### config.mk
export PLATFORM = sky130hd
export DESIGN_NAME = sym_round_ctrl
export DESIGN_NICKNAME = d
export VERILOG_FILES = /design/src/rtl/sym_round_ctrl.sv
export SDC_FILE = /design/constraint.sdc
export NUM_CORES = 1
export LEC_CHECK = 0
export BUFFER_PORTS_ARGS = -buffer_cell sky130_fd_sc_hd__buf_2
export CAP_MARGIN = 5
export CORE_ASPECT_RATIO = 1.25
export CORE_MARGIN = 1
export CORE_UTILIZATION = 49
export CTS_CLUSTER_DIAMETER = 30
export DETAILED_ROUTE_END_ITERATION = 10
export GPL_ROUTABILITY_DRIVEN = 0
export PLACE_DENSITY = 0.76
export SETUP_SLACK_MARGIN = 0.4
export SKIP_CTS_REPAIR_TIMING = 1
export SLEW_MARGIN = 20
export SYNTH_ARGS = -nofsm -noshare
export SYNTH_HDL_FRONTEND = slang
export SYNTH_SLANG_ARGS = --single-unit
export TNS_END_PERCENT = 50
### constraint.sdc
create_clock -name Clk100M -period 2.3 [get_ports Clk100M]
set_input_delay 0.115 -clock Clk100M [delete_from_list [all_inputs] [get_ports Clk100M]]
set_output_delay 0.115 -clock Clk100M [all_outputs]
set_load 0.05 [all_outputs]
### src/rtl/sym_round_ctrl.sv
// Round controller for the symbol game: gates the generator for a programmed
// number of clocks, tallies target/total symbols, then scores the player's guess.
module sym_round_ctrl #(
  parameter int SYM_W = 8,
  parameter int CNT_W = 8
) (
  input  logic             Clk100M,
  input  logic             reset,
  input  logic             start,
  input  logic [SYM_W-1:0] targetSym,
  input  logic [31:0]      gameCycles,
  input  logic             generated,
  input  logic [SYM_W-1:0] generatedSym,
  input  logic             guessValid,
  input  logic [CNT_W-1:0] guess,
  output logic             genSym,
  output logic [2:0]       state,
  output logic [CNT_W-1:0] matchCount,
  output logic [CNT_W-1:0] totalCount,
  output logic             resultValid,
  output logic             win,
  output logic [CNT_W-1:0] diff
);

  // state  | meaning
  // IDLE   | waiting for start, generator disabled
  // PLAY   | genSym high, timer counting down, tallying symbols
  // DRAIN  | one clock to catch a pulse launched on the last PLAY cycle
  // GUESS  | counters frozen, waiting for the player's guess
  // RESULT | win/diff held until the next start
  typedef enum logic [2:0] {
    S_IDLE   = 3'd0,
    S_PLAY   = 3'd1,
    S_DRAIN  = 3'd2,
    S_GUESS  = 3'd3,
    S_RESULT = 3'd4
  } state_t;

  localparam logic [CNT_W-1:0] CNT_MAX = {CNT_W{1'b1}};

  state_t           state_q, state_d;
  logic [31:0]      timer_q;
  logic [SYM_W-1:0] target_q;
  logic [CNT_W-1:0] match_q, total_q, diff_q;
  logic             gen_sym_q, result_valid_q, win_q;

  logic             start_ok;
  logic             tally_en;
  logic [CNT_W-1:0] guess_diff;

  always_comb begin
    start_ok   = 1'b0;
    tally_en   = 1'b0;
    guess_diff = '0;
    start_ok   = start && (state_q == S_IDLE || state_q == S_RESULT);
    tally_en   = generated && (state_q == S_PLAY || state_q == S_DRAIN);
    guess_diff = (guess >= match_q) ? (guess - match_q) : (match_q - guess);
  end

  always_comb begin
    state_d = state_q;
    case (state_q)
      S_IDLE, S_RESULT: if (start) state_d = S_PLAY;
      S_PLAY:           if (timer_q <= 32'd1) state_d = S_DRAIN;
      S_DRAIN:          state_d = S_GUESS;
      S_GUESS:          if (guessValid) state_d = S_RESULT;
      default:          state_d = S_IDLE;
    endcase
  end

  always_ff @(posedge Clk100M) begin
    if (reset) begin
      state_q        <= S_IDLE;
      gen_sym_q      <= 1'b0;
      timer_q        <= '0;
      target_q       <= '0;
      match_q        <= '0;
      total_q        <= '0;
      result_valid_q <= 1'b0;
      win_q          <= 1'b0;
      diff_q         <= '0;
    end else begin
      state_q   <= state_d;
      gen_sym_q <= (state_d == S_PLAY);
      if (start_ok) begin
        // A zero play length still gives the generator one enabled clock.
        target_q       <= targetSym;
        timer_q        <= (gameCycles == 32'd0) ? 32'd1 : gameCycles;
        match_q        <= '0;
        total_q        <= '0;
        result_valid_q <= 1'b0;
        win_q          <= 1'b0;
        diff_q         <= '0;
      end else begin
        if (state_q == S_PLAY) timer_q <= timer_q - 32'd1;
        if (tally_en) begin
          if (total_q != CNT_MAX) total_q <= total_q + 1'b1;
          if (generatedSym == target_q && match_q != CNT_MAX)
            match_q <= match_q + 1'b1;
        end
        if (state_q == S_GUESS && guessValid) begin
          result_valid_q <= 1'b1;
          win_q          <= (guess == match_q);
          diff_q         <= guess_diff;
        end
      end
    end
  end

  assign genSym      = gen_sym_q;
  assign state       = state_q;
  assign matchCount  = match_q;
  assign totalCount  = total_q;
  assign resultValid = result_valid_q;
  assign win         = win_q;
  assign diff        = diff_q;

endmodule
After elaboration in Yosys (flattened, before gate mapping)
Index checks and enable logic that the tools add are counted.
{"block": "word_totals", "elab_cells": 46, "n_memories": 0, "mem_bits_rw": 0, "out_inout_bits": 30, "inputBits": 61, "regBits": 70, "latchBits": 0, "mem_bits_ro": 0}
{"block": "classes", "n_mul": 0, "magnitude_cmp": 2, "muxes": 8, "shifts": 0, "n_div": 0, "bitwise": 0, "n_eq_ne": 9, "reduce_logical": 13, "add_sub_neg": 5}
{"op": "$mux W32", "count": 3}
{"op": "$le A32 B1 Y1 const B", "count": 1}
{"op": "$logic_not A32 Y1", "count": 1}
{"op": "$sub A32 B1 Y32 const B", "count": 1}
{"op": "$add A8 B1 Y8 const B", "count": 2}
{"op": "$eq A8 B8 Y1", "count": 2}
{"op": "$ne A8 B8 Y1 const B", "count": 2}
{"op": "$sub A8 B8 Y8", "count": 2}
{"op": "$pmux W3 S4", "count": 1}
{"op": "$mux W3", "count": 3}
{"op": "$ge A8 B8 Y1", "count": 1}
{"op": "$mux W8", "count": 1}
{"op": "$eq A3 B1 Y1 const B", "count": 2}
{"op": "$eq A3 B2 Y1 const B", "count": 2}
{"op": "$logic_and A1 B1 Y1", "count": 4}
{"op": "$reduce_and A2 Y1", "count": 2}
{"op": "$reduce_or A2 Y1", "count": 2}
{"op": "$eq A3 B3 Y1 const B", "count": 1}
{"op": "$logic_not A3 Y1", "count": 1}
{"op": "$logic_or A1 B1 Y1", "count": 2}
{"op": "$reduce_bool A2 Y1", "count": 1}

Depth between registers and ports, before layout
Gate-level depths: netlist of run 1.
{"block": "depth", "word_depth": 4, "depth_mapped": 11, "mapped_depth_nobuf": 10}

Worst setup path after synthesis of run 1
No wires, ideal clock.
{"block": "synth_timing", "path_type": "register to register", "start": "reg match_q[3], in the netlist matchCount[3]", "end": "reg diff_q[7], in the netlist diff[7]", "setup_time_ps": 132, "arrival_ps": 2556, "stages_incl_launch_ff": 11, "synth_period_minus_slack_ps": 2689, "n_path_buf": 2, "setup_slack_ps": -389, "path_cell_list": "dfxtp_1 -> ha_1 -> clkbuf_1 -> a21oi_1 -> a31oi_1 -> or2_2 -> clkbuf_1 -> a2111oi_0 -> nor2_1 -> xnor2_1 -> a21oi_1"}
{"block": "synth_via", "elab_chain_len": 2}
{"element": "start, declared", "line": "44", "rtl": "logic [CNT_W-1:0] match_q, total_q, diff_q;"}
{"element": "start signal, assigned", "line": "99", "rtl": "match_q <= match_q + 1'b1;"}
{"element": "$sub A8 B8 Y8 or $ge A8 B8 Y1 (tied branches)", "line": "57", "rtl": "guess_diff = (guess >= match_q) ? (guess - match_q) : (match_q - guess);"}
{"element": "$mux W8 *", "line": "57"}
{"element": "end signal, assigned", "line": "104", "rtl": "diff_q <= guess_diff;"}
{"element": "end, declared", "line": "44"}
Mark *: on every way between the ends. The rest lies on a longest branch, timed or not.
A chain may end at the register's enable or synchronous reset.

Final worst setup path of run 1
{"block": "layout_timing", "start": "reg timer_q[0]", "end": "reg timer_q[20]"}
{"block": "layout_via", "elab_chain_len": 3}
{"element": "start, declared", "line": "42", "rtl": "logic [31:0] timer_q;"}
{"element": "start signal, assigned", "line": "88", "rtl": "timer_q <= (gameCycles == 32'd0) ? 32'd1 : gameCycles;"}
{"element": "start signal, assigned", "line": "95", "rtl": "if (state_q == S_PLAY) timer_q <= timer_q - 32'd1;"}
{"element": "$sub A32 B1 Y32", "line": "95"}
{"element": "$mux W32", "line": "95"}
{"element": "$mux W32", "line": "85", "rtl": "if (start_ok) begin"}
Every way passes these cells. The select of a mux whose other input is x is not followed.

==> results.py, run 1 <==
metrics = {
    "place": {
        "dp_hpwl_um": 7965,
        "placedCellCount": 688,
        "io_buffers": 90,
        "dp_worst_setup_slack_ns": 0.03965,
        "place_area_um2": 4936,
    },
    "setup_path": {
        "crit_fanout": 6,
        "worst_r2r_path_depth": 8,
        "worst_ep_required_time_ns": 2.52,
        "r2r_end": "timer_q[20]",
        "max_stage_delay_ns": 0.41,
        "cpMaxStageDelayCell": "or3b_4",
        "rrSetupSlack_ns": 0.01,
        "critPathLaunch": "timer_q[0]",
        "crit_path_end_kind": "register",
        "worst-setup-path-type": "reg -> reg",
        "worstPathCellList": "inv_2 > ha_4 > or3b_4 > nor4_4 > nand2_1 > or3_1 > mux2i_1 > a211oi_2",
        "startpoint_type": "register",
        "r2r_start": "timer_q[0]",
        "crit_arrival_ns": 2.50,
    },
    "synthesis": {
        "yosysTopAreaCell": "dfxtp_1",
        "syn_nets": 596,
        "ys_ff_latch": 70,
        "synth.top_cell.area_share_pct": 34.03,
        "yosys-top-cells-count": "nor2_1, dfxtp_1, a21oi_1, nand2_1, xnor2_1",
        "synth_area_per_cell_um2": 8.011,
        "synth_edf_count": 0,
        "synth_cell_types": 58,
        "synthFlopType": "dfxtp_1",
        "synth-async-reset-ratio_pct": 0,
        "synth.most_common_cell": "nor2_1",
        "ys_seq_area_share_pct": 34.03,
        "netlist_area_um2": 4118,
        "yosysWarnings": 0,
        "syn_inst": 514,
        "synth_area_leaders": "dfxtp_1, nor2_1, ha_1, xnor2_1, a21oi_1",
    },
    "power_and_ir_drop": {
        "power.total_mw": 3.193,
        "p_sw_share_pct": 29.62,
        "pwr-share-comb_pct": 23.8,
        "p_leak_nw": 2.198,
        "p_int_mw": 2.247,
        "p_per_area_nw_per_um2": 585.5,
        "pwr-share-seq_pct": 42.3,
        "switchingPower_uw": 945.9,
        "vdd_drop_max_mv": 0.4061,
        "clock_power_share_pct": 33.9,
    },
    "global_routing": {
        "grt_antenna_before_repair": 0,
        "grt_first_pass_wirelength_um": 17860,
        "grt_pass1_vias": 3807,
        "grt_max_degree": 49,
        "grt_overflow": 0,
        "track_usage_pct": 25.23,
    },
    "outcome": {
        "violations": "design-rule violations",
        "status": "finished with violations",
    },
    "finish": {
        "nets": 704,
        "fill_cells": 696,
        "final_cell_area_um2": 5454,
        "multi_input_area_um2": 2821,
        "seqCellArea_um2": 1450,
        "stdcell_count": 725,
        "area_delta_synth_final_pct": 32.45,
        "drive_gt1_share_pct": 33.97,
    },
    "min_path": {
        "hold_end": "target_q[0]",
        "hold_path.class": "in -> reg",
        "worstHoldPathCells": 3,
        "min_from": "targetSym[0]",
    },
    "run": {
        "drv_cap": 0,
    },
    "routing": {
        "wl_um": 11450,
        "ant_nets": 0,
        "drt-vias-per-instance": 5.890,
        "remaining_drc_errors": 32,
        "num_vias": 4270,
        "first_iter_violations": 204,
        "wl_per_cell_um": 15.79,
        "firstDrtPassIters": 7,
    },
    "clocking": {
        "cts_root_buffer": "clkbuf_8",
        "clk_latency_ns": 0.35,
        "cts_buffers": 9,
        "numClockSinks": 70,
        "clock_path_buffers": 2,
        "clk_pin_slew_worst_paths_ns": 0.07,
        "cts_max_level": 3,
        "cts_tree": "yes",
    },
    "timing": {
        "period_needed_ns": 2.288,
        "fmax_ghz": 0.4370,
        "fin_skew_ns": 0.009766,
        "slew_viol_final": 0,
        "rsz0062_at_grt": "yes",
        "min_period_over_period_pct": 99.50,
        "finalHoldViolCount": 0,
        "tightest_slew_ns": 0.6501,
        "setup_violations": 0,
        "setup_ws_ns": 0.01154,
        "maxSlewHeadroom_pct": 56.50,
    },
    "floorplanning": {
        "die_h_um": 104.5,
        "initial_utilization_pct": 50.25,
        "rows": 37,
        "die_x_um": 83.99,
        "core_area_um2": 8194,
        "dieArea_um2": 8776,
        "ios": 91,
    },
}
==> worst max path at each step <==
stage                        to  depth (start not counted)
CTS                 timer_q[16]                          8
detailed placement  timer_q[20]                          8
floorplan           timer_q[21]                          7
global route        timer_q[20]                          8
global placement    timer_q[16]                          8
finish              timer_q[20]                          8
==> layer usage <==
| layer | track usage, % | wire, µm | up-vias |
|---|---|---|---|
| met5 | 0 | 0 | - |
| met4 | 10.34 | 285 | 0 |
| met3 | 4.206 | 682 | 26 |
| met2 | 43.97 | 5802 | 174 |
| met1 | 30.56 | 4675 | 2011 |
| li1 | - | - | 2059 |
==> power by group through the flow <==
stage / registers, mW / clock network [mW] / logic [mW]
3_5_place_dp: 1.37 / 0 / 0.656
2_1_floorplan: 1.36 / 0 / 0.466
5_1_grt: 1.36 / 1.16 / 0.826
3_3_place_gp: 1.36 / 0 / 0.643
6_report: 1.35 / 1.08 / 0.761
4_1_cts: 1.34 / 1.10 / 0.659
==> cell usage in the layout (no fill, tap or decap), types with 3 or more instances in the layout <==
cell type | netlist | layout
buf_2 | 1 | 90
nor2_1 | 73 | 69
dfxtp_1 | 70 | 53
nand2_1 | 41 | 41
a21oi_1 | 41 | 38
buf_4 | 0 | 26
xnor2_1 | 25 | 24
inv_1 | 21 | 18
nand4_1 | 15 | 15
o21ai_0 | 17 | 14
a211oi_1 | 18 | 14
nor4_1 | 15 | 14
xor2_1 | 13 | 13
ha_1 | 19 | 11
clkbuf_8 | 0 | 11
dfxtp_4 | 0 | 11
nand3_1 | 10 | 10
nor3_1 | 14 | 10
a22oi_1 | 6 | 6
dlygate4sd3_1 | 0 | 6
dfxtp_2 | 0 | 6
nor4_4 | 1 | 5
or3_1 | 6 | 5
mux2i_1 | 7 | 5
nor2b_1 | 6 | 5
nand3b_1 | 4 | 4
nor2_2 | 0 | 4
a211oi_2 | 0 | 4
ha_2 | 0 | 4
ha_4 | 0 | 4
nand2b_1 | 4 | 3
a21o_1 | 3 | 3
or2_4 | 1 | 3
or4_4 | 2 | 3
nor3_2 | 0 | 3
or4_1 | 4 | 3
o31ai_1 | 3 | 3
o21bai_1 | 3 | 3
==> state kept, by name, summed over array words and instances, names as in the netlist <==
| name | flops |
|---|---|
| resultValid | 1 |
| win | 1 |
| totalCount | 8 |
| state | 3 |
| genSym | 1 |
| target_q | 8 |
| diff | 8 |
| matchCount | 8 |
| timer_q | 32 |
==> cell families after synthesis <==
logic type / Yosys count / share of synthesized area [%]
buffers and inverters: 49 / 4.528
XOR/XNOR: 38 / 8.083
AND/OR/NAND/NOR: 214 / 27.01
multiplexers: 7 / 1.702
adder cells (fa/ha/maj): 21 / 6.746
AO/OA/AOI/OAI: 115 / 17.90
flip-flops: 70 / 34.03
==> through the flow <==
step             TNS, ns  hold WS (ns)  utilization (%)
2_1_floorplan          0        0.2510                -
3_3_place_gp           0        0.3570            60.24
3_5_place_dp           0        0.3617            60.24
4_1_cts        -0.003086      -0.01249            62.93
5_1_grt         -0.04002       0.01660            66.53
6_report               0     0.0004804            66.56
==> critical path: cells and delay by family (launching register included) <==
| kind | cells | cell delay (ns) |
|---|---|---|
| DFF | 1 | 0.37 |
| AOI/OAI and AO/OA | 1 | 0.12 |
| and+or+nand+nor | 4 | 1.22 |
| buffers and inverters | 1 | 0.06 |
| adders and majority gates | 1 | 0.13 |
| muxes | 1 | 0.25 |
==> final cells by class <==
cell class / instances / share of cell area [%]
antenna: 1 / 0.04588
clock buffer: 13 / 3.304
clock inverter: 3 / 0.7341
inverter: 21 / 1.491
multi-input combinational: 395 / 51.73
sequential: 70 / 26.59
tap: 97 / 2.225
timing repair buffer: 125 / 13.88
Note: power is estimated with default switching activity, not from simulation.
==> run 2, diff against run 1 <==
--- a/config.mk
+++ b/config.mk
@@ -13,7 +13,9 @@
 export CTS_CLUSTER_DIAMETER = 30
 export DETAILED_ROUTE_END_ITERATION = 10
 export GPL_ROUTABILITY_DRIVEN = 0
-export PLACE_DENSITY = 0.76
+export GPL_TIMING_DRIVEN = 0
+export HOLD_SLACK_MARGIN = 0.08
+export PLACE_DENSITY = 0.8
 export SETUP_SLACK_MARGIN = 0.4
 export SKIP_CTS_REPAIR_TIMING = 1
 export SLEW_MARGIN = 20
==> run 2 against run 1 <==
Compared with the run above: the flow finishes with violations (design-rule violations, negative setup slack); register-to-register slack got worse by 0.11 ns; core utilization up 4.5 points; fmax shrank 4.4%; highest routed layer unchanged; worst setup slack worse by 0.11 ns; sequential power about the same; wire length increased by 18%; die area did not move; sequential cell count did not move; non-clock buffer count rose by 36; critical path type unchanged; combinational power increased by 12%; total power increased by 3.9%; critical path depth unchanged.
==> results.py, run 2 (synthesis results as in run 1) <==
metrics = {
    "outcome": {
        "status": "finished with violations",
        "violations": "design-rule violations, negative setup slack",
    },
    "finish": {
        "fill_cells": 601,
        "antenna_cells": 0,
        "largest_register": "timer_q",
        "layout_commonest_cell": "buf_2",
        "nets": 740,
        "final_cell_area_um2": 5822,
        "final_cell_mix": "buf_2, nor2_1, dfxtp_1, nand2_1, a21oi_1",
        "drive_gt1_share_pct": 36.35,
        "area_delta_synth_final_pct": 41.39,
        "largest_reg_flops": 32,
    },
    "power_and_ir_drop": {
        "vdd_drop_max_mv": 0.4564,
        "p_sw_share_pct": 31.17,
        "p_int_mw": 2.284,
        "pwr-share-seq_pct": 40.7,
        "p_per_area_nw_per_um2": 569.9,
        "clock_power_share_pct": 33.6,
        "p_leak_nw": 2.344,
        "power.total_mw": 3.318,
        "pwr-share-comb_pct": 25.7,
        "switchingPower_mw": 1.034,
    },
    "global_routing": {
        "grt_overflow": 0,
        "grt_antenna_before_repair": 0,
        "grt_max_degree": 13,
        "track_usage_pct": 26.54,
        "grt_first_pass_wirelength_um": 18840,
        "grt_pass1_vias": 4001,
    },
    "timing": {
        "maxSlewHeadroom_pct": 58.59,
        "holdWs_ns": 0.05357,
        "finalHoldViolCount": 0,
        "period_needed_ns": 2.395,
        "rsz0062_at_grt": "yes",
        "fin_skew_ns": 0.01095,
        "slew_viol_final": 0,
        "tightest_slew_ns": 0.6189,
        "setup_violations": 11,
        "setup_ws_ns": -0.09499,
        "min_period_over_period_pct": 104.1,
        "fmax_ghz": 0.4175,
        "finalSetupTns_ns": -0.4993,
    },
    "setup_path": {
        "startpoint_type": "register",
        "max_stage_delay_ns": 0.53,
        "crit_arrival_ns": 2.61,
        "crit_path_end_kind": "register",
        "worst_ep_required_time_ns": 2.52,
        "crit_fanout": 4,
        "worstPathCellList": "or4_4 > nor4_4 > buf_4 > nand3_2 > or4_1 > xnor2_1 > a22oi_1 > nor2_1",
        "worst-setup-path-type": "reg -> reg",
        "cpMaxStageDelayCell": "or4_4",
    },
    "floorplanning": {
        "rows": 37,
        "ios": 91,
        "core_area_um2": 8194,
        "dieArea_um2": 8776,
        "initial_utilization_pct": 50.25,
        "die_x_um": 83.99,
        "die_h_um": 104.5,
    },
    "place": {
        "dp_hpwl_um": 8692,
        "io_buffers": 89,
        "place_area_um2": 4951,
    },
    "clocking": {
        "clock_path_buffers": 2,
        "cts_max_level": 3,
        "numClockSinks": 70,
        "cts_tree": "yes",
        "clk_pin_slew_worst_paths_ns": 0.08,
        "cts_buffers": 9,
        "cts_root_buffer": "clkbuf_8",
        "clk_latency_ns": 0.34,
    },
    "routing": {
        "wl_um": 13490,
        "first_iter_violations": 393,
        "drt-vias-per-instance": 5.979,
        "ant_nets": 0,
        "num_vias": 4544,
        "firstDrtPassIters": 8,
        "remaining_drc_errors": 14,
        "wl_per_cell_um": 17.75,
    },
    "min_path": {
        "hold_path.class": "in -> reg",
    },
    "run": {
        "drv_cap": 0,
    },
}
## run 2: worst max-delay path, delay by kind of cell (launching register included)
kind	cells	cell delay, ns
AND/OR/NAND/NOR	5	1.44
AO/OA/AOI/OAI	1	0.17
flip-flops	1	0.36
buffers and inverters	1	0.16
XOR/XNOR	1	0.15
## run 2: final cells by class
type / instances / area (µm²) / area share, %
buffer: 28 / 175.2 / 3.009
clock buffer: 13 / 180.2 / 3.095
clock inverter: 3 / 40.04 / 0.6877
inverter: 21 / 78.83 / 1.354
multi-input combinational: 395 / 2955 / 50.76
sequential: 70 / 1453 / 24.95
tap: 97 / 121.4 / 2.085
timing repair buffer: 133 / 818.3 / 14.06
## run 2: power groups by stage
stage                     Combinational (mW)  Sequential, mW  Clock, mW
final                                  0.854            1.35       1.11
after global placement                 0.643            1.36          0
after global routing                   0.913            1.36       1.16
after detailed placement               0.659            1.36          0
after floorplan                        0.466            1.36          0
after CTS                              0.665            1.34       1.11
## run 2: layer usage
layer,vias up,share of wire (%),wire length (µm),GRT usage [%]
met5,-,0,0,0
met4,0,3.6,488,10.22
met3,55,7.4,993,5.317
met2,255,51,6836,46.49
met1,2110,38,5174,31.66
li1,2124,-,-,-
## run 2: metrics by stage
stage	utilization, %	cells	setup WS (ns)
after floorplan	-	514	0.1370
after global placement	60.42	700	-0.03272
after detailed placement	60.42	700	-0.06877
after CTS	63.11	716	-0.1395
after global routing	71.05	760	-0.1908
final	71.05	760	-0.09499
## run 2: final timing paths
path                      start     endpoint  slack [ns]  depth (start not counted)
setup / recovery    timer_q[12]  timer_q[21]       -0.09                          8
hold reg to reg             win          win        0.45                          2
hold / removal    gameCycles[5]   timer_q[5]        0.05                          3
setup reg to reg    timer_q[12]  timer_q[21]       -0.09                          8
